--- config.mk ---
export PLATFORM = sky130hd
export DESIGN_NAME = if_fetch_queue
export DESIGN_NICKNAME = d
export VERILOG_FILES = /design/src/rtl/if_fetch_queue.sv
export SDC_FILE = /design/constraint.sdc
export NUM_CORES = 1
export LEC_CHECK = 0
export CAP_MARGIN = 5
export CORE_MARGIN = 10
export CORE_UTILIZATION = 59
export CTS_CLUSTER_DIAMETER = 80
export CTS_CLUSTER_SIZE = 24
export DETAILED_ROUTE_END_ITERATION = 6
export PLACE_DENSITY = 0.85
export SYNTH_ARGS = -nofsm -noshare
export SYNTH_HDL_FRONTEND = slang
export SYNTH_SLANG_ARGS = --single-unit
--- constraint.sdc ---
create_clock -name clk -period 6.3 [get_ports clk]
set_input_delay 1.26 -clock clk [delete_from_list [all_inputs] [get_ports clk]]
set_output_delay 1.26 -clock clk [all_outputs]
set_load 0.1 [all_outputs]
--- src/rtl/if_fetch_queue.sv ---
// if_fetch_queue: small synchronous FIFO of (pc, instruction) pairs placed
// between fetch and decode. A decode stall fills the queue before the fetch
// stage has to freeze its PC; a taken branch empties it in one cycle.
// Full and empty are told apart by the occupancy count, so both pointers may
// be equal in either state.
module if_fetch_queue #(
    parameter  int ADDRESS_LEN = 32,
    parameter  int DEPTH       = 4,
    localparam int PTR_W       = $clog2(DEPTH)
) (
    input  logic                   clk,
    input  logic                   rst,
    input  logic                   flush,
    input  logic                   in_valid,
    input  logic [ADDRESS_LEN-1:0] in_pc,
    input  logic [ADDRESS_LEN-1:0] in_instruction,
    output logic                   in_ready,
    output logic                   out_valid,
    output logic [ADDRESS_LEN-1:0] out_pc,
    output logic [ADDRESS_LEN-1:0] out_instruction,
    input  logic                   out_ready,
    output logic [PTR_W:0]         count
);

    localparam logic [PTR_W:0] FULL_COUNT = (PTR_W + 1)'(DEPTH);

    logic [2*ADDRESS_LEN-1:0] r_mem [DEPTH];
    logic [PTR_W-1:0]         r_rd_ptr;
    logic [PTR_W-1:0]         r_wr_ptr;
    logic [PTR_W:0]           r_count;

    logic                     w_not_full;
    logic                     w_not_empty;
    logic                     w_push;
    logic                     w_pop;
    logic [2*ADDRESS_LEN-1:0] w_head;

    assign w_not_full  = (r_count != FULL_COUNT);
    assign w_not_empty = (r_count != '0);

    // A flush cancels both handshakes; a push while full is dropped even if
    // the head is popped in the same cycle, since there is no write-through.
    assign w_push = in_valid  & w_not_full  & ~flush;
    assign w_pop  = out_ready & w_not_empty & ~flush;

    assign w_head = r_mem[r_rd_ptr];

    assign in_ready  = w_not_full;
    assign out_valid = w_not_empty;
    assign count     = r_count;

    // Head outputs read as zero when empty so decode sees a NOP bubble.
    always_comb begin
        out_pc          = '0;
        out_instruction = '0;
        if (w_not_empty) begin
            out_pc          = w_head[2*ADDRESS_LEN-1:ADDRESS_LEN];
            out_instruction = w_head[ADDRESS_LEN-1:0];
        end
    end

    // Storage write on an accepted push; contents need no reset because the
    // head is only exposed while the count says it is valid.
    always_ff @(posedge clk) begin
        if (w_push) begin
            r_mem[r_wr_ptr] <= {in_pc, in_instruction};
        end
    end

    // Pointer and occupancy update; reset wins over flush, flush over traffic.
    always_ff @(posedge clk) begin
        if (!rst) begin
            r_rd_ptr <= '0;
            r_wr_ptr <= '0;
            r_count  <= '0;
        end else if (flush) begin
            r_rd_ptr <= '0;
            r_wr_ptr <= '0;
            r_count  <= '0;
        end else begin
            if (w_push) begin
                r_wr_ptr <= r_wr_ptr + PTR_W'(1);
            end
            if (w_pop) begin
                r_rd_ptr <= r_rd_ptr + PTR_W'(1);
            end
            case ({w_push, w_pop})
                2'b10:   r_count <= r_count + (PTR_W + 1)'(1);
                2'b01:   r_count <= r_count - (PTR_W + 1)'(1);
                default: r_count <= r_count;
            endcase
        end
    end

endmodule

# Word level (Yosys, flattened, before mapping)
# Memory sizes are Yosys's and may differ from the RTL's. A register that Yosys moved wholly into a read port is not among the register bits.
# Index checks and enable logic that the tools add are counted.
# totals
regBits,7
latchBits,0
ram_bits,256
mem_bits_ro,0
input_bits,69
output_inout_bits,69
memories,1
# classes
addsub,4
multipliers,0
n_div,0
n_lt_le_gt_ge,0
eq_ne,3
n_shift,0
n_mux,7
bitwise,6
reduce_logical,3
# mem_list
name,words,width,read_ports,rd_ports_with_merged_regs,wr,line,text
r_mem,4,64,1,1,1,27,logic [2*ADDRESS_LEN-1:0] r_mem [DEPTH];
# op_table
op,count
two-way mux 32 bit,2
one-hot mux 3 bit (2 select lines),1
adder 2 x 1 -> 2 bit (second input constant),2
AND 1 bit,4
two-way mux 2 bit,2
adder 3 x 1 -> 3 bit (second input constant),1
inequality test 3 bit (second input constant),1
nonzero test 3 bit,1
subtractor 3 x 1 -> 3 bit (second input constant),1
== test 2 x 1 -> 1 bit (second input constant),1
== test 2 bit (second input constant),1
two-way mux 1 bit,2
NOT 1 bit,2
nonzero test 2 bit,1
OR reduction 2 bit,1

# Longest topological paths before layout
# logic_depth
ltp_word,5
mapped_depth,10
depth_no_buf,9

# Least setup slack after synthesis
# OpenSTA, ideal clock, no wires.
# synth_timing
path_kind,register to output
start,reg r_count[0] (netlist: count[0])
end,out out_instruction[10]
arrival_time_ns,3.091
path_slack_ns,1.949
stages_incl_launch_ff,4
n_path_buf,1
cell_sequence,dfxtp_1 or3_1 clkbuf_1 and2_1
# synth_via
elab_chain_cells,2
# synth_lines
element,line,text
from (decl),30,logic [PTR_W:0] r_count;
from (signal assigned),88,2'b10: r_count <= r_count + (PTR_W + 1)'(1);
from (signal assigned),89,2'b01: r_count <= r_count - (PTR_W + 1)'(1);
from (signal assigned),90,default: r_count <= r_count;
nonzero test 3 bit,39,assign w_not_empty = (r_count != '0);
via out_valid,18,"output logic out_valid,"
two-way mux 32 bit,56,if (w_not_empty) begin
to (decl),20,"output logic [ADDRESS_LEN-1:0] out_instruction,"
# The timed path passes the listed nets, and every way through them passes these cells.

==> impl_metrics.yaml <==
clocking:
  clk_path_buf_depth: 3
  hold_buffers: 0
  clock-sinks: 265
  clk_pin_slew_worst_paths_ns: 0.09
  insertion_delay_ns: 0.47
  cts_tree: "yes"
  htree_num_levels: 1
  cts_resized: 0
  numCtsBuffers: 15
  post_cts_buffers: 0
  cts_root_buf: "clkbuf_16"
setup_path:
  path_buf_inv: 2
  setup.worst_path.start_class: "register"
  worst-endpoint-required_ns: 5.04
  cp_max_fo: 28
  crit_family: "buffers and inverters"
  slowest_delay_ns: 0.97
  rr_worst_depth: 9
  crit_path_end_kind: "primary output"
  crit_arrival_ns: 3.45
  path_cells: "buf_4 > mux4_1 > and2_1 > clkdlybuf4s50_1"
  cpMaxStageDelayCell: "clkdlybuf4s50_1"
  worstSetupPathDepth: 4
  path_class: "reg -> out"
yosys:
  ys_types: 29
  synth-seq-cells: 265
  syn_area_sq_um: 10200
  seq_area_frac_synth: 0.768
  synth_area_per_cell_sq_um: 22.3
  yosys_warnings: 0
  synth_top_area_share: 0.751
  syn-num-nets: 535
  synth_top_area_cell: "edfxtp_1"
  synth_area_leaders: "edfxtp_1 (75%), mux4_2 (13%), and2_1 (3.9%)"
  synth_cells: 460
place:
  port_buffers: 137
  dp_hpwl_um: 11000
  gp_congestion: 0.746
route:
  viasPerCell: 5.76
  firstDrtPassIters: 5
  vias: 4731
  wl_per_cell_um: 22.7
  ant_nets: 0
  drc_errors: 0
  wirelength_um: 18700
  drt_iter0_drc: 292
cells_and_area:
  fill_cells: 1042
  drive_gt1_frac: 0.146
  nNetsFinal: 668
  multiInputGateArea_sq_um: 2160
  final-seq-area_sq_um: 7880
  area_growth_pct: 18.6
  antennaDiodeCount: 0
sta:
  tightest_slew_ns: 1.16
  finalSetupViolCount: 0
  fmax_mhz: 212
  rsz0062_at_grt: "no"
  slew_headroom: 0.230
  finalHoldViolCount: 0
  finalCriticalPeriod_ns: 4.71
  totalNegativeSetupSlack_ns: 0
  period_share: 0.748
  drv_slew: 0
  holdWs_ns: 0.549
  fin_worst_skew_ns: 0.0212
floorplan:
  initial_core_util: 0.596
  rows: 48
  dieArea_sq_um: 23000
  ios: 138
  core-area_sq_um: 17200
  die_y_um: 152
  die_width_um: 152
run:
  maxCapViolations: 0
min_path:
  holdPathStages: 2
  min_path_type: "reg -> reg"
global_routing:
  grtUsageTotal: 0.161
  grt_start_max_net_pins: 66
  grt_pass1_vias: 5030
  antenna_found_initial: 0
  gr-total-overflow: 0
  grt_pass1_wl_um: 28500
pwr:
  power_density_nw_per_um2: 261
  peakVddDrop_mv: 0.263
  leakage_nw: 3.76
outcome:
  status: "completed"
==> worst register-to-register path, stage by stage, from the launching register on <==
cell	delay, ns
dfxtp_1	0.46
or3b_1	0.54
and2_4	0.22
inv_1	0.05
ha_1	0.19
inv_1	0.06
fa_1	0.37
xor2_1	0.17
or3_1	0.31
a21oi_1	0.15
==> stage by stage <==
stage          cells  area (sq um)  utilization  power (mW)  worst slack [ns]
2_1_floorplan    460         10200            -        2.16              1.95
3_3_place_gp     801         11700        0.683        2.25              2.02
3_5_place_dp     801         11700        0.683        2.26              2.02
4_1_cts          821         12100        0.707        3.20              1.49
5_1_grt          821         12100        0.707        3.27              1.35
6_report         821         12100        0.707        3.18              1.59
==> cells by family (layout without fill, tap and decap cells) <==
family	after synthesis	in the layout	share of synthesized area
flops	265	265	0.768
simple gates	84	84	0.0500
mux	64	64	0.142
buf+inv	29	165	0.0225
compound gates	8	8	0.00550
fa+ha+maj	6	6	0.00806
xor+xnor	4	4	0.00342
==> sequential cells by signal, summed over array words and instances, names as in the netlist, named ones only <==
| signal | flops |
|---|---|
| count | 3 |
| r_mem | 256 |
| r_rd_ptr | 2 |
| r_wr_ptr | 2 |
==> synthesized netlist by cell type, drive strengths merged <==
master	count
nor2b	2
nand4	1
dfxtp	9
clkbuf	9
nand2b	1
nand3	1
edfxtp	256
ha	5
xor2	4
fa	1
mux4	64
and2	65
a21oi	3
nor2	7
or3	2
inv	6
o31ai	2
a21o	1
or3b	1
buf	14
and3	4
o21ai	1
o311ai	1
==> metal layers <==
| layer | vias up | GRT usage | part of all wire |
|---|---|---|---|
| met3 | 26 | 0.0306 | 0.057 |
| met5 | - | 0 | 0 |
| met2 | 116 | 0.282 | 0.54 |
| met4 | 0 | 0.0424 | 0.020 |
| li1 | 2112 | - | - |
| met1 | 2477 | 0.202 | 0.39 |
==> final timing paths <==
kind / slack, ns / start / to
worst min-delay path: 0.55 / r_rd_ptr[0]$_SDFFE_PP0P_ / r_rd_ptr[0]$_SDFFE_PP0P_
worst max-delay path: 1.59 / register / out_pc[31]
worst min register to register: 0.55 / r_rd_ptr[0]$_SDFFE_PP0P_ / r_rd_ptr[0]$_SDFFE_PP0P_
worst max register to register: 3.72 / count[2]$_SDFFE_PP0P_ / count[2]$_SDFFE_PP0P_
==> power breakdown <==
part / internal [mW] / total [mW] / switching [mW] / leakage, nW
sequential: 1.96 / 1.96 / 0.00755 / 2.40
clock: 0.447 / 0.963 / 0.516 / 0.201
combinational: 0.0901 / 0.251 / 0.161 / 1.16
==> cells in the final DEF (no fill, tap or decap), drive strengths merged, types with 2 or more instances in the layout <==
cell type        n
a21oi            3
and2            65
and3             4
buf              2
clkbuf          19
clkdlybuf4s50  137
dfxtp            9
edfxtp         256
ha               5
inv              6
mux4            64
nor2             7
nor2b            2
o31ai            2
or3              2
xor2             4
==> final cells by class <==
type,instances,area share
tap,225,0.0232
sequential,265,0.648
clock buffer,19,0.0321
clock inverter,1,0.00247
timing repair buffer,139,0.114
multi-input combinational,166,0.178
inverter,6,0.00185
(Power assumes the default switching activity.)
